$ cat config.mk
export PLATFORM = sky130hd
export DESIGN_NAME = fetch_queue
export DESIGN_NICKNAME = d
export VERILOG_FILES = /design/src/rtl/fetch_queue.sv
export SDC_FILE = /design/constraint.sdc
export NUM_CORES = 1
export LEC_CHECK = 0
export ABC_AREA = 1
export BUFFER_PORTS_ARGS = -buffer_cell sky130_fd_sc_hd__buf_2
export CAP_MARGIN = 0
export CELL_PAD_IN_SITES_DETAIL_PLACEMENT = 1
export CELL_PAD_IN_SITES_GLOBAL_PLACEMENT = 1
export CORE_AREA = 2 2 183 185
export CTS_BUF_LIST = sky130_fd_sc_hd__clkbuf_16
export CTS_CLUSTER_SIZE = 28
export DETAILED_ROUTE_END_ITERATION = 10
export DIE_AREA = 0 0 185 187
export PLACE_DENSITY = 0.83
export SLEW_MARGIN = 10
export SYNTH_ARGS = -nofsm -noshare
export SYNTH_HDL_FRONTEND = slang
export SYNTH_SLANG_ARGS = --single-unit
$ cat constraint.sdc
create_clock -name i_clk -period 7 [get_ports i_clk]
set_input_delay 2.1 -clock i_clk [delete_from_list [all_inputs] [get_ports i_clk]]
set_output_delay 2.1 -clock i_clk [all_outputs]
set_load 0.02 [all_outputs]
$ cat src/rtl/fetch_queue.sv
// fetch_queue: instruction prefetch stage feeding the IF/ID pipeline register.
//
// Sends sequential fetch requests to a pipelined instruction memory. Returned
// words are buffered together with their PCs and presented to IF/ID one at a
// time under a valid/ready handshake. An EX-stage redirect flushes the queue.
// Responses that are still in flight at the redirect are counted and thrown
// away when they arrive.
//
// Ports:
//   i_clk, i_reset       clock (rising edge), synchronous active-low reset
//   o_imem_req/addr      fetch request and word-aligned address
//   i_imem_gnt           request accepted (transfer on req & gnt)
//   i_imem_rvalid/rdata  in-order response, at least one cycle after grant
//   o_valid/o_pc/o_instr queue head toward IF/ID
//   i_ready              IF/ID accepts head (pop on valid & ready)
//   i_redirect/_pc       redirect from EX, highest priority after reset
//   o_count              occupied queue entries
//
// Optional build macro FETCHQ_BYPASS_EN: when the queue is empty, a kept
// response is driven straight onto the head outputs in the same cycle. If IF/ID
// accepts it, it is never written. Without the macro every response is written
// first and becomes visible one cycle later.

module fetch_queue #(
  parameter int unsigned DEPTH     = 4,
  parameter int unsigned MAX_OUTST = 2,
  parameter logic [31:0] RESET_PC  = 32'h0000_0000
) (
  input  logic                       i_clk,
  input  logic                       i_reset,
  output logic                       o_imem_req,
  output logic [31:0]                o_imem_addr,
  input  logic                       i_imem_gnt,
  input  logic                       i_imem_rvalid,
  input  logic [31:0]                i_imem_rdata,
  output logic                       o_valid,
  output logic [31:0]                o_pc,
  output logic [31:0]                o_instr,
  input  logic                       i_ready,
  input  logic                       i_redirect,
  input  logic [31:0]                i_redirect_pc,
  output logic [$clog2(DEPTH+1)-1:0] o_count
);

  localparam int unsigned CW = $clog2(DEPTH + 1);
  localparam int unsigned PW = $clog2(DEPTH);
  localparam int unsigned OW = $clog2(MAX_OUTST + 1);
  localparam int unsigned TW = (MAX_OUTST > 1) ? $clog2(MAX_OUTST) : 1;

  // Architectural state
  logic [31:0]   fetch_pc_q, fetch_pc_d;
  logic [CW-1:0] count_q, count_d;
  logic [OW-1:0] outst_q, outst_d;
  logic [OW-1:0] drop_q, drop_d;
  logic [PW-1:0] rd_ptr_q, rd_ptr_d;
  logic [PW-1:0] wr_ptr_q, wr_ptr_d;
  logic [TW-1:0] tag_rd_q, tag_rd_d;
  logic [TW-1:0] tag_wr_q, tag_wr_d;

  // Storage: instruction queue and in-flight PC tags
  logic [31:0] q_pc    [DEPTH];
  logic [31:0] q_instr [DEPTH];
  logic [31:0] tag_mem [MAX_OUTST];

  // Handshake decode
  logic        grant;
  logic        resp;
  logic        resp_keep;
  logic        bypass;
  logic        push;
  logic        pop;
  logic [31:0] credit;
  logic [31:0] tag_pc;

  // The low address bits of a redirect target are ignored.
  logic unused_redirect_lsb;
  assign unused_redirect_lsb = ^i_redirect_pc[1:0];

  function automatic logic [TW-1:0] tag_inc(input logic [TW-1:0] p);
    if (p == TW'(MAX_OUTST - 1)) begin
      return '0;
    end
    return p + TW'(1);
  endfunction

  assign tag_pc = tag_mem[tag_rd_q];

  // A slot is reserved for every request that will really be kept. Dropped
  // responses never land, so they do not use up queue space.
  assign credit = 32'(count_q) + 32'(outst_q) - 32'(drop_q);

  assign o_imem_req  = i_reset & ~i_redirect & (32'(outst_q) < MAX_OUTST) & (credit < DEPTH);
  assign o_imem_addr = fetch_pc_q;
  assign o_count     = count_q;

  assign grant     = o_imem_req & i_imem_gnt;
  assign resp      = i_imem_rvalid;
  assign resp_keep = resp & (drop_q == '0) & ~i_redirect & i_reset;

`ifdef FETCHQ_BYPASS_EN
  assign bypass = resp_keep & (count_q == '0);
`else
  assign bypass = 1'b0;
`endif

  // A bypassed word that IF/ID takes right away is never stored.
  assign push = resp_keep & ~(bypass & i_ready);
  assign pop  = (count_q != '0) & i_ready & ~i_redirect;

  // Head outputs. These come from registers except for the optional bypass.
  // When the queue is empty they are forced to zero.
  always_comb begin
    o_valid = 1'b0;
    o_pc    = '0;
    o_instr = '0;
    if (bypass) begin
      o_valid = 1'b1;
      o_pc    = tag_pc;
      o_instr = i_imem_rdata;
    end else if (count_q != '0) begin
      o_valid = 1'b1;
      o_pc    = q_pc[rd_ptr_q];
      o_instr = q_instr[rd_ptr_q];
    end
  end

  // Next-state logic
  always_comb begin
    fetch_pc_d = fetch_pc_q;
    count_d    = count_q;
    outst_d    = outst_q;
    drop_d     = drop_q;
    rd_ptr_d   = rd_ptr_q;
    wr_ptr_d   = wr_ptr_q;
    tag_rd_d   = tag_rd_q;
    tag_wr_d   = tag_wr_q;

    // The tag FIFO follows the bus. It is not flushed by a redirect, because
    // dropped responses still consume their tags.
    if (resp) begin
      tag_rd_d = tag_inc(tag_rd_q);
    end
    if (grant) begin
      tag_wr_d = tag_inc(tag_wr_q);
    end

    if (i_redirect) begin
      count_d    = '0;
      rd_ptr_d   = wr_ptr_q;
      fetch_pc_d = {i_redirect_pc[31:2], 2'b00};
      // No grant can happen here. Whatever stays in flight after this cycle's
      // response is stale.
      outst_d    = outst_q - OW'(resp);
      drop_d     = outst_d;
    end else begin
      if (grant) begin
        fetch_pc_d = fetch_pc_q + 32'd4;
      end

      unique case ({grant, resp})
        2'b10:   outst_d = outst_q + OW'(1);
        2'b01:   outst_d = outst_q - OW'(1);
        default: outst_d = outst_q;
      endcase

      if (resp && (drop_q != '0)) begin
        drop_d = drop_q - OW'(1);
      end

      if (push) begin
        wr_ptr_d = wr_ptr_q + PW'(1);
      end
      if (pop) begin
        rd_ptr_d = rd_ptr_q + PW'(1);
      end

      unique case ({push, pop})
        2'b10:   count_d = count_q + CW'(1);
        2'b01:   count_d = count_q - CW'(1);
        default: count_d = count_q;
      endcase
    end
  end

  // State registers
  always_ff @(posedge i_clk) begin
    if (!i_reset) begin
      fetch_pc_q <= RESET_PC;
      count_q    <= '0;
      outst_q    <= '0;
      drop_q     <= '0;
      rd_ptr_q   <= '0;
      wr_ptr_q   <= '0;
      tag_rd_q   <= '0;
      tag_wr_q   <= '0;
    end else begin
      fetch_pc_q <= fetch_pc_d;
      count_q    <= count_d;
      outst_q    <= outst_d;
      drop_q     <= drop_d;
      rd_ptr_q   <= rd_ptr_d;
      wr_ptr_q   <= wr_ptr_d;
      tag_rd_q   <= tag_rd_d;
      tag_wr_q   <= tag_wr_d;
    end
  end

  // Storage arrays. Their write enables are already qualified by reset.
  always_ff @(posedge i_clk) begin
    if (push) begin
      q_pc[wr_ptr_q]    <= tag_pc;
      q_instr[wr_ptr_q] <= i_imem_rdata;
    end
    if (grant) begin
      tag_mem[tag_wr_q] <= fetch_pc_q;
    end
  end

endmodule

==> metrics.md, run 1 <==
| Metric | Value |
|---|---|
| Outcome | `finished, final reports clean` |
| Sink Count | `354` |
| Period Utilization, post-route | `75.27%` |
| DRC violation total after the first TritonRoute iteration | `662` |
| Post-DR vias/cell | `5.291` |
| Instance count along the most critical hold path | `2` |
| X dimension of the die | `185 microns` |
| Ys Warns | `0` |
| Number of flip-flops and latches in the synthesized netlist | `354` |
| Slew headroom | `33.05%` |
| Initial antenna violation count | `3` |
| Filler instances | `3595` |
| Antenna Violating Nets Remaining | `0` |
| Final Wtd Congestion | `0.8457` |
| Origin of the critical flop-to-flop path | `outst_q[1]` |
| Vias in the first global route | `11060` |
| Area of the mapped netlist | `0.01484 sq mm` |
| Number of distinct library cell variants in the gate-level netlist after synthesis | `37` |
| Portion of the post-synthesis area used by sequential elements | `68.54%` |
| Signal arrival time at the worst endpoint | `3170 ps` |
| Unrepaired setup endpoints after global routing | `no` |
| Number of buffers on the longest clock path | `3` |
| Worst min path class | `reg2reg` |
| P per Cell Area | `266.7 mW/mm^2` |
| Maximum clock frequency | `0.1898 GHz` |
| Critical Path Sink Type | `output port` |
| Global Route Usage Sum | `22.56%` |
| # hold bufs at CTS | `0` |
| Final net count | `1594` |
| Ys async rst share | `0%` |
| Post-CTS setup repair buffer count | `0` |
| Area inside the core boundary | `0.03286 sq mm` |
| Routed WL per cell | `19.62 microns` |
| Mean area per synthesized cell | `10.96 sq um` |
| Finished Layout Cells | `1984` |
| Area growth syn-to-layout | `16.74%` |
| Remaining routing DRC violations | `0` |
| WP data required | `4900 ps` |
| Classification of the worst setup path | `reg2out` |
| Routed Wire Length | `38920 microns` |
| Full die area | `0.03460 sq mm` |
| Number of H-tree levels | `2` |
| Crit-path max FO | `67` |
| Global route overflow | `0` |
| Worst flop-to-flop path endpoint | `tag_mem[1][5]` |
| Reg2reg setup slack | `3990 ps` |
| Fraction of final layout cells sized beyond drive strength 1 | `18.50%` |
| Maximum number of pins on one net before global-route repair | `68` |
| Skew-Pair Late Insertion Delay | `510 ps` |
| Top-level I/O count | `171` |
| Clock slew at reported path FFs | `60 ps` |
| Final clock skew | `13.19 ps` |
| Standby leakage power | `6.403 nW` |
| Root buffer selected by CTS | `clkbuf_16` |
| Cts repair resizes | `0` |
| Transition time at the pin with the least slew margin | `1002 ps` |
| Max_cap viols | `0` |
| Worst ir drop on vdd | `136.1 uV` |
| TritonCTS clock tree | `yes` |
| Detailed placer's ending HPWL | `24920 microns` |
| Global-route wire length before repair | `60570 microns` |
| Fin. max-slew vios | `0` |
| Via count | `10500` |
| Path depth of the worst reg2reg path | `10` |
| PortBufs | `164` |
| Iteration count of the initial detailed-routing pass | `5` |
| Kind of start point of the critical path | `flop` |
| Fin crit period | `5269 ps` |
| Initial core utilization | `45.15%` |
| Fin. Hold Viols | `0` |
| Number of core rows | `67` |
| Die extent in y | `187 microns` |
| Gate count of the mapped netlist | `1354` |
| Hold path start | `tag_rd_q` |
| Final-layout setup total negative slack | `0 ps` |
| Final setup fails | `0` |
| Clock buffers created by TritonCTS | `37` |
| Sink of the worst hold path | `tag_rd_q` |
| Top_reg_cell synth | `edfxtp_1` |
| Number of enable-type register cells in the synthesized netlist | `308` |
| Cell count after placement | `1919` |
-- area by class of cell --
type	instances	area (sq um)	area share (%)
Tap cell	448	560.5	3.236
Clock inverter	25	231.5	1.336
Multi-Input combinational cell	868	4161	24.03
Inverter	70	267.8	1.546
Timing Repair Buffer	179	945.9	5.461
Antenna cell	1	2.502	0.01445
Sequential cell	354	10170	58.74
Clock buffer	39	975.9	5.635
-- registers in the layout (all words and copies together), names as in the netlist, named ones only --
signal and flops:
wr_ptr_q 2, tag_mem 60, q_pc 120, tag_rd_q 1, outst_q 2, rd_ptr_q 2, drop_q 2, q_instr 128
o_imem_addr 30, tag_wr_q 1, o_count 3
-- cells by family after synthesis --
group / share of synthesized area, %
fa+ha+maj: 1.282
compound gates: 8.391
simple gates: 14.90
mux: 2.277
buf+inv: 3.753
xor+xnor: 0.8265
other cells: 0.02528
flops: 68.54
-- placed cells by master (no fill, tap or decap), types with 3 or more instances in the layout --
cell type / Yosys / routed
o21ai_0: 144 / 144
mux2_2: 30 / 30
xnor2_1: 9 / 9
clkbuf_16: 0 / 39
nor2_2: 1 / 3
inv_2: 4 / 4
nand2_1: 171 / 171
nor2_4: 1 / 5
buf_4: 5 / 14
dfxtp_1: 46 / 44
a21oi_1: 87 / 87
a31oi_1: 4 / 4
clkinvlp_4: 0 / 4
conb_1: 1 / 4
o21ai_1: 5 / 5
bufinv_16: 0 / 4
clkinv_2: 0 / 6
edfxtp_1: 308 / 308
inv_1: 64 / 66
clkinv_1: 1 / 8
nand3_1: 36 / 36
xor2_1: 5 / 5
ha_1: 12 / 12
nor2_1: 340 / 334
buf_2: 3 / 164
-- report_power, final --
group / internal (W) / switching, W / leakage [nW]
combinational: 0.0000927 / 0.000191 / 2.65
clock: 0.00116 / 0.000796 / 0.592
sequential: 0.00234 / 0.0000426 / 3.16
-- critical path, stage by stage (launching register included) --
cell     delay, ps
dfxtp_4        560
inv_2          770
buf_4          630
o21ai_0        220
a21oi_1        230
buf_2          220
-- synth_stat cells (all sizes together), types with 3 or more instances --
master    n  area, sq um
nor2    342         1294
edfxtp  308         9249
nand2   173        664.4
o21ai   149        745.7
a21oi    87        435.4
inv      68        255.2
dfxtp    46        920.9
clkbuf   42        157.7
nand3    37        197.7
mux2     30        337.8
buf      23        131.4
ha       12        150.1
xnor2     9        78.83
xor2      5        43.79
a31oi     4        25.02
nor3      3        15.01
-- stage by stage --
stage               instance area (sq um)  worst slack, ps  utilization (%)  power (W)  hold WS, ps
floorplan                           14850             1284                -   0.002595        459.0
global placement                    16110             1818            49.03   0.002690        496.9
detailed placement                  16110             1812            49.03   0.002710        511.3
CTS                                 17320             1660            52.70   0.004655        530.8
global route                        17320             1451            52.70   0.004764        568.7
finish                              17320             1731            52.71   0.004619        524.5
-- how the worst max path moves through the flow --
stage               startpoint             to  slack (ps)  cells after the start
CTS                       flop    o_instr[12]        1660                      5
finish                    flop    o_instr[11]        1730                      5
detailed placement     i_reset     o_imem_req        1810                      6
global placement       i_reset     o_imem_req        1820                      6
global route              flop    o_instr[11]        1450                      5
floorplan           i_redirect  q_instr[0][0]        1280                      6
-- per-layer routing --
metal | wire length [microns] | GRT usage (%)
met1 | 16410 | 28.98
met2 | 19410 | 39.37
met3 | 2228 | 3.933
met4 | 850 | 6.013
met5 | 26 | 0
No activity file was read; power rests on OpenSTA's default activity.
==> inputs of run 2 (changes only) <==
Settings changed: ABC_AREA 1 to 0, CORE_AREA 2 2 183 185 to 2 2 176 178, DIE_AREA 0 0 185 187 to 0 0 178 180.
Clock period 7 ns to 5.5 ns, I/O delays scaled along.
==> run 2 against run 1 <==
Clock skew increased by 6.1 ps. Clock power is 14% higher. Global-route usage shrank 1.5 points. Setup slack got worse by 600 ps. Highest routed layer unchanged.
==> metrics.md, run 2 <==
| Metric | Value |
|---|---|
| Unrepaired setup endpoints after global routing | `no (unchanged)` |
| Worst min path class | `reg2reg (unchanged)` |
| Slowest Stage Delay on Critical Path | `520 ps (was 770 ps)` |
| Number of H-tree levels | `2 (unchanged)` |
| Final-layout setup total negative slack | `0 ps (unchanged)` |
| Area contributors post-synth | `edfxtp_1, mux4_2, dfxtp_1 (was edfxtp_1, nor2_1, dfxtp_1)` |
| Post-DR vias/cell | `5.673 (was 5.291)` |
| Number of buffers and inverters on the critical path | `3 (unchanged)` |
| Slew headroom | `54.78% (was 33.05%)` |
| Number of distinct library cell variants in the gate-level netlist after synthesis | `73 (was 37)` |
| Initial core utilization | `48.16% (was 45.15%)` |
| Final net count | `1134 (was 1594)` |
| Global-route wire length before repair | `51810 microns (was 60570 microns)` |
| Number of buffers on the longest clock path | `3 (unchanged)` |
| Mean area per synthesized cell | `16.75 sq um (was 10.96 sq um)` |
| Period Utilization, post-route | `79.42%` |
| Sink Count | `354 (unchanged)` |
| Maximum number of pins on one net before global-route repair | `37 (was 68)` |
| Fin. Hold Viols | `0 (unchanged)` |
| Most common library cell in the layout ignoring fill and taps | `edfxtp_1 (was nor2_1)` |
| Top_reg_cell synth | `edfxtp_1 (unchanged)` |
| Number of core rows | `64 (was 67)` |
| Number of enable-type register cells in the synthesized netlist | `308 (unchanged)` |
| Standby leakage power | `5.891 nW (was 6.403 nW)` |
| Area growth syn-to-layout | `16.28% (was 16.74%)` |
| Root buffer selected by CTS | `clkbuf_16 (unchanged)` |
| Top-level I/O count | `171 (unchanged)` |
| Most frequent cells in the layout | `edfxtp_1, buf_2, and2_1, mux4_2, dfxtp_1 (was nor2_1, edfxtp_1, nand2_1, buf_2, o21ai_0)` |
| Iteration count of the initial detailed-routing pass | `5 (unchanged)` |
| Remaining routing DRC violations | `0 (unchanged)` |
| Full die area | `0.03204 sq mm (was 0.03460 sq mm)` |
| Global Route Usage Sum | `21.06% (was 22.56%)` |
| Routed WL per cell | `22.44 microns (was 19.62 microns)` |
| WP data required | `3850 ps (was 4900 ps)` |
| Fraction of final layout cells sized beyond drive strength 1 | `32.90% (was 18.50%)` |
| Detailed placer's ending HPWL | `22150 microns (was 24920 microns)` |
| Antenna Violating Nets Remaining | `0 (unchanged)` |
| Area inside the core boundary | `0.03019 sq mm (was 0.03286 sq mm)` |
| Skew-Pair Late Insertion Delay | `500 ps (was 510 ps)` |
| Max_cap viols | `0 (unchanged)` |
| CP max stage cell | `fa_1 (was inv_2)` |
| # hold bufs at CTS | `0 (unchanged)` |
| Clock buffers created by TritonCTS | `37 (unchanged)` |
| Post-Route Utilization | `56.00% (was 52.71%)` |
| Most frequent cell after synthesis | `edfxtp_1 (was nor2_1)` |
| Registers with the highest flip-flop counts | `q_instr: 128 flops, q_pc: 120 flops, tag_mem: 60 flops (unchanged)` |
| Top register by number of flip-flops | `q_instr (unchanged)` |
| Cell taking the most area after synthesis | `edfxtp_1 (unchanged)` |
| DRC violation total after the first TritonRoute iteration | `518 (was 662)` |
| Crit-path max FO | `5 (was 67)` |
| Transition time at the pin with the least slew margin | `678.3 ps (was 1002 ps)` |
| P per Cell Area | `335.0 mW/mm^2 (was 266.7 mW/mm^2)` |
| Cell family with most CP delay | `adder cells (was buffers and inverters)` |
| Kind of start point of the critical path | `flop (unchanged)` |
| Vias in the first global route | `8874 (was 11060)` |
| Most repeated library cell on the critical path | `inv_1` |
| Worst ir drop on vdd | `210.8 uV (was 136.1 uV)` |
| Classification of the worst setup path | `reg2out (unchanged)` |
| Fin crit period | `4368 ps` |
| Final Wtd Congestion | `0.8090 (was 0.8457)` |
| X dimension of the die | `178 microns (was 185 microns)` |
| Signal arrival time at the worst endpoint | `2720 ps (was 3170 ps)` |
| Routed Wire Length | `32960 microns (was 38920 microns)` |
| Area of the mapped netlist | `0.01454 sq mm (was 0.01484 sq mm)` |
| Global route overflow | `0 (unchanged)` |
| Initial antenna violation count | `1 (was 3)` |
| Flip-flop count of the largest register, all copies and words added | `128 (unchanged)` |
| Worst hold margin | `521.2 ps (was 524.5 ps)` |
| Area fraction of the dominant cell type after synthesis | `63.62% (was 62.34%)` |
| Critical Path Sink Type | `output port (unchanged)` |
| Maximum clock frequency | `0.2289 GHz` |
| Via count | `8334 (was 10500)` |
| Die extent in y | `180 microns (was 187 microns)` |
| Ys Warns | `0 (unchanged)` |
| Portion of the post-synthesis area used by sequential elements | `69.95% (was 68.54%)` |
| Outcome | `finished, final reports clean (unchanged)` |
| ANT cells | `0 (was 1)` |
| Number of flip-flops and latches in the synthesized netlist | `354 (unchanged)` |
| Post-CTS setup repair buffer count | `0 (unchanged)` |
| Final setup fails | `0 (unchanged)` |
| Final clock skew | `19.29 ps (was 13.19 ps)` |
| Ys async rst share | `0% (unchanged)` |
| Top cells by count, synth | `edfxtp_1, and2_1, mux4_2 (was nor2_1, edfxtp_1, nand2_1)` |
| Fin. max-slew vios | `0 (unchanged)` |
| Cts repair resizes | `0 (unchanged)` |
| Gate count of the mapped netlist | `868 (was 1354)` |
| Series of cell instances along the critical path | `inv_1, fa_1, inv_1, ha_1, and3b_4, o21ai_0, a21oi_1, buf_2 (was inv_2, buf_4, o21ai_0, a21oi_1, buf_2)` |
| Clock slew at reported path FFs | `60 ps (about the same)` |
| PortBufs | `164 (unchanged)` |
| TritonCTS clock tree | `yes (unchanged)` |
[run 2: cell count changes after synthesis, moves of 8 or more]
cell	change
and2_1	+70
mux4_2	+62
nor2_1	-315
nand3_1	-19
inv_1	-39
nand2_1	-130
a31oi_1	+15
clkbuf_1	-15
a21oi_1	-73
or4_1	+8
and3_1	+10
o311ai_0	+9
o21ai_0	-129
[run 2: tightest hold or removal path, cell delays in order, from the launching register on]
cell and delay (ps):
dfxtp_1 330, xnor2_1 80, nor2_1 80
[run 2: routing by layer]
layer | up-vias | track usage [%] | part of all wire (%)
met2 | 261 | 35.50 | 50
met4 | 2 | 4.623 | 1.4
li1 | 3766 | - | -
met5 | - | 0 | 0.039
met3 | 42 | 3.469 | 5.9
met1 | 4263 | 28.88 | 43
[run 2: logic make-up (layout without fill, tap and decap cells)]
family,count (synthesis),after routing,share of synthesized area (%)
xor gates and xnor gates,9,9,0.5422
DFF,354,354,69.95
adders and majority gates,14,14,1.308
and+or+nand+nor,217,217,8.443
AOI/OAI and AO/OA,104,104,5.405
buffers and inverters,76,278,2.324
other,1,4,0.02580
muxes,93,93,12.00
[run 2: power by group]
group,switching (W),internal [W],total [W]
combinational,0.000235,0.000171,0.000407
sequential,0.0000603,0.00298,0.00304
clock,0.000952,0.00126,0.00222
[run 2: metrics by stage]
step / std cells / total power (W) / instance area (sq um) / setup slack (ps)
2_1_floorplan: 871 / 0.003356 / 14550 / 1189
3_3_place_gp: 1407 / 0.003483 / 15840 / 1225
3_5_place_dp: 1407 / 0.003508 / 15840 / 1222
4_1_cts: 1469 / 0.005728 / 16910 / 1087
5_1_grt: 1469 / 0.005862 / 16910 / 943.2
6_report: 1469 / 0.005664 / 16910 / 1132
[run 2: cell type report]
type / count / area [sq um]
sequential: 354 / 10170
clock inverter: 25 / 140.1
fill: 2820 / 13280
inverter: 26 / 97.59
tap: 396 / 495.5
clock buffer: 37 / 925.9
multi-input combinational: 441 / 4055
timing repair buffer: 190 / 1016
[run 2: path summary, 6_finish.rpt]
| check | startpoint | to | slack, ps | depth (start not counted) |
|---|---|---|---|---|
| hold reg to reg | tag_rd_q | tag_rd_q | 520 | 2 |
| hold / removal | tag_rd_q | tag_rd_q | 520 | 2 |
| setup / recovery | outst_q[1] | o_imem_req | 1130 | 8 |
| setup reg to reg | outst_q[1] | tag_mem[0][11] | 2250 | 10 |
==> inputs of run 3 (changes only) <==
Settings changed: CORE_AREA 2 2 176 178 to 2 2 185 187, DIE_AREA 0 0 178 180 to 0 0 187 189, PLACE_DENSITY 0.83 to 0.8.
Clock period 5.5 ns to 4 ns, I/O delays scaled along.
==> run 3 against run 2 <==
Combinational power is 43% higher. Global-route usage is 1.8 points lower. Sequential share of layout area is 0.94 points lower. Clock skew is 0.53 ps lower. First-iteration DRC count is 15% higher. Register-to-register slack worse by 1600 ps. Total power is 44% higher. Design area is 1.6% higher. Setup slack worse by 910 ps. Clock power is 53% higher.
==> metrics.md, run 3 (synthesis results as in run 2) <==
| Metric | Value |
|---|---|
| Outcome | `finished, final reports clean (unchanged)` |
| Critical Path Sink Type | `output port (unchanged)` |
| Unrepaired setup endpoints after global routing | `no (unchanged)` |
| Remaining routing DRC violations | `0 (unchanged)` |
| Antenna Violating Nets Remaining | `0 (unchanged)` |
| Signal arrival time at the worst endpoint | `2580 ps (was 2720 ps)` |
| Maximum number of pins on one net before global-route repair | `48 (was 37)` |
| # hold bufs at CTS | `0 (unchanged)` |
| WP data required | `2800 ps (was 3850 ps)` |
| Final-layout setup total negative slack | `0 ps (unchanged)` |
| Period Utilization, post-route | `94.54%` |
| Clock buffers created by TritonCTS | `38 (was 37)` |
| Area growth syn-to-layout | `18.13% (was 16.28%)` |
| Kind of start point of the critical path | `flop (unchanged)` |
| Flip-flop count of the largest register, all copies and words added | `128 (unchanged)` |
| Worst ir drop on vdd | `253.9 uV (was 210.8 uV)` |
| Iteration count of the initial detailed-routing pass | `4 (was 5)` |
| ANT cells | `0 (unchanged)` |
| X dimension of the die | `187 microns (was 178 microns)` |
| P per Cell Area | `474.7 mW/mm^2 (was 335.0 mW/mm^2)` |
| PortBufs | `164 (unchanged)` |
| Most repeated library cell on the critical path | `inv_1 (unchanged)` |
| Final clock skew | `18.76 ps (was 19.29 ps)` |
| Routed WL per cell | `22.14 microns (was 22.44 microns)` |
| Crit-path max FO | `5 (unchanged)` |
| Top-level I/O count | `171 (unchanged)` |
| DRC violation total after the first TritonRoute iteration | `595 (was 518)` |
| TritonCTS clock tree | `yes (unchanged)` |
| Registers with the highest flip-flop counts | `q_instr: 128 flops, q_pc: 120 flops, tag_mem: 60 flops (unchanged)` |
| Skew-Pair Late Insertion Delay | `520 ps (was 500 ps)` |
| Setup slack of the critical path after layout | `218.3 ps (was 1132 ps)` |
| Fin crit period | `3782 ps` |
| Number of core rows | `67 (was 64)` |
| Root buffer selected by CTS | `clkbuf_16 (unchanged)` |
| Area inside the core boundary | `0.03328 sq mm (was 0.03019 sq mm)` |
| Vias in the first global route | `8914 (was 8874)` |
| Post-CTS setup repair buffer count | `0 (unchanged)` |
| Series of cell instances along the critical path | `inv_1, fa_1, inv_1, ha_1, and3b_4, o21ai_1, a21oi_1, buf_2 (was inv_1, fa_1, inv_1, ha_1, and3b_4, o21ai_0, a21oi_1, buf_2)` |
| Classification of the worst setup path | `reg2out (unchanged)` |
| Most frequent cells in the layout | `edfxtp_1, buf_2, and2_1, mux4_2, dfxtp_1 (unchanged)` |
| Global Route Usage Sum | `19.27% (was 21.06%)` |
| Global route overflow | `0 (unchanged)` |
| Fin. Hold Viols | `0 (unchanged)` |
| Global-route wire length before repair | `52700 microns (was 51810 microns)` |
| Standby leakage power | `5.953 nW (was 5.891 nW)` |
| Final setup fails | `0 (unchanged)` |
| Fin. max-slew vios | `0 (unchanged)` |
| Most common library cell in the layout ignoring fill and taps | `edfxtp_1 (unchanged)` |
| Cell family with most CP delay | `adder cells (unchanged)` |
| Slew headroom | `26.08% (was 54.78%)` |
| Worst slack, placed | `588.1 ps (was 1222 ps)` |
| Slowest Stage Delay on Critical Path | `540 ps (was 520 ps)` |
| Max_cap viols | `0 (unchanged)` |
| Worst min path class | `reg2reg (unchanged)` |
| Cts repair resizes | `0 (unchanged)` |
| Initial core utilization | `43.68% (was 48.16%)` |
| Post-DR vias/cell | `5.503 (was 5.673)` |
| Fraction of final layout cells sized beyond drive strength 1 | `33.21% (was 32.90%)` |
| Detailed placer's ending HPWL | `21980 microns (was 22150 microns)` |
| Sink Count | `354 (unchanged)` |
| Number of buffers on the longest clock path | `3 (unchanged)` |
| Full die area | `0.03534 sq mm (was 0.03204 sq mm)` |
| Transition time at the pin with the least slew margin | `1109 ps (was 678.3 ps)` |
| Via count | `8364 (was 8334)` |
| Die extent in y | `189 microns (was 180 microns)` |
| Maximum clock frequency | `0.2644 GHz` |
| Number of buffers and inverters on the critical path | `3 (unchanged)` |
| Clock slew at reported path FFs | `60 ps (about the same)` |
| CP max stage cell | `fa_1 (unchanged)` |
| Initial antenna violation count | `0 (was 1)` |
| Final net count | `1130 (was 1134)` |
| Routed Wire Length | `33660 microns (was 32960 microns)` |
| Number of H-tree levels | `2 (unchanged)` |
| Top register by number of flip-flops | `q_instr (unchanged)` |
| Final Wtd Congestion | `0.8308 (was 0.8090)` |
| Filler instances | `3196 (was 2820)` |
==> run 3: worst paths after layout <==
check	startpoint	to	slack, ps	cells past startpoint
worst max-delay path	o_count[1]	o_imem_req	220	8
worst min-delay path	o_imem_addr[4]	tag_mem[0][4]	550	0
worst max register to register	o_count[1]	o_imem_addr[7]	670	10
worst min register to register	o_imem_addr[4]	tag_mem[0][4]	550	0
==> run 3: area by class of cell <==
| class | count | area, sq um | area share [%] |
|---|---|---|---|
| Sequential cell | 354 | 10180 | 59.25 |
| Multi-Input combinational cell | 441 | 4055 | 23.61 |
| Timing Repair Buffer | 185 | 1066 | 6.207 |
| Clock buffer | 41 | 1026 | 5.974 |
| Tap cell | 448 | 560.5 | 3.264 |
| Clock inverter | 25 | 192.7 | 1.122 |
| Inverter | 26 | 97.59 | 0.5683 |
==> run 3: through the flow <==
stage | utilization, % | hold slack (ps) | area, sq um | std cells | total power, W
2_1_floorplan | - | 481.3 | 14550 | 871 | 0.004614
3_3_place_gp | 47.94 | 496.1 | 15950 | 1454 | 0.004798
3_5_place_dp | 47.94 | 527.0 | 15950 | 1454 | 0.004834
4_1_cts | 51.60 | 543.5 | 17170 | 1520 | 0.008229
5_1_grt | 51.60 | 560.3 | 17170 | 1520 | 0.008430
6_report | 51.60 | 545.5 | 17170 | 1520 | 0.008153
==> run 3: routing by layer <==
layer | part of all wire [%] | vias to the layer above | track usage [%]
met5 | 0 | - | 0
met4 | 2.1 | 0 | 5.189
met3 | 5.2 | 50 | 3.559
met2 | 48 | 256 | 32.01
met1 | 44 | 4286 | 26.27
li1 | - | 3772 | -
==> run 3: power breakdown <==
part / total (W) / switching, W / internal (W)
clock: 0.00340 / 0.00137 / 0.00203
sequential: 0.00417 / 0.0000726 / 0.00410
combinational: 0.000582 / 0.000341 / 0.000241
total: 0.00815 / 0.00178 / 0.00637
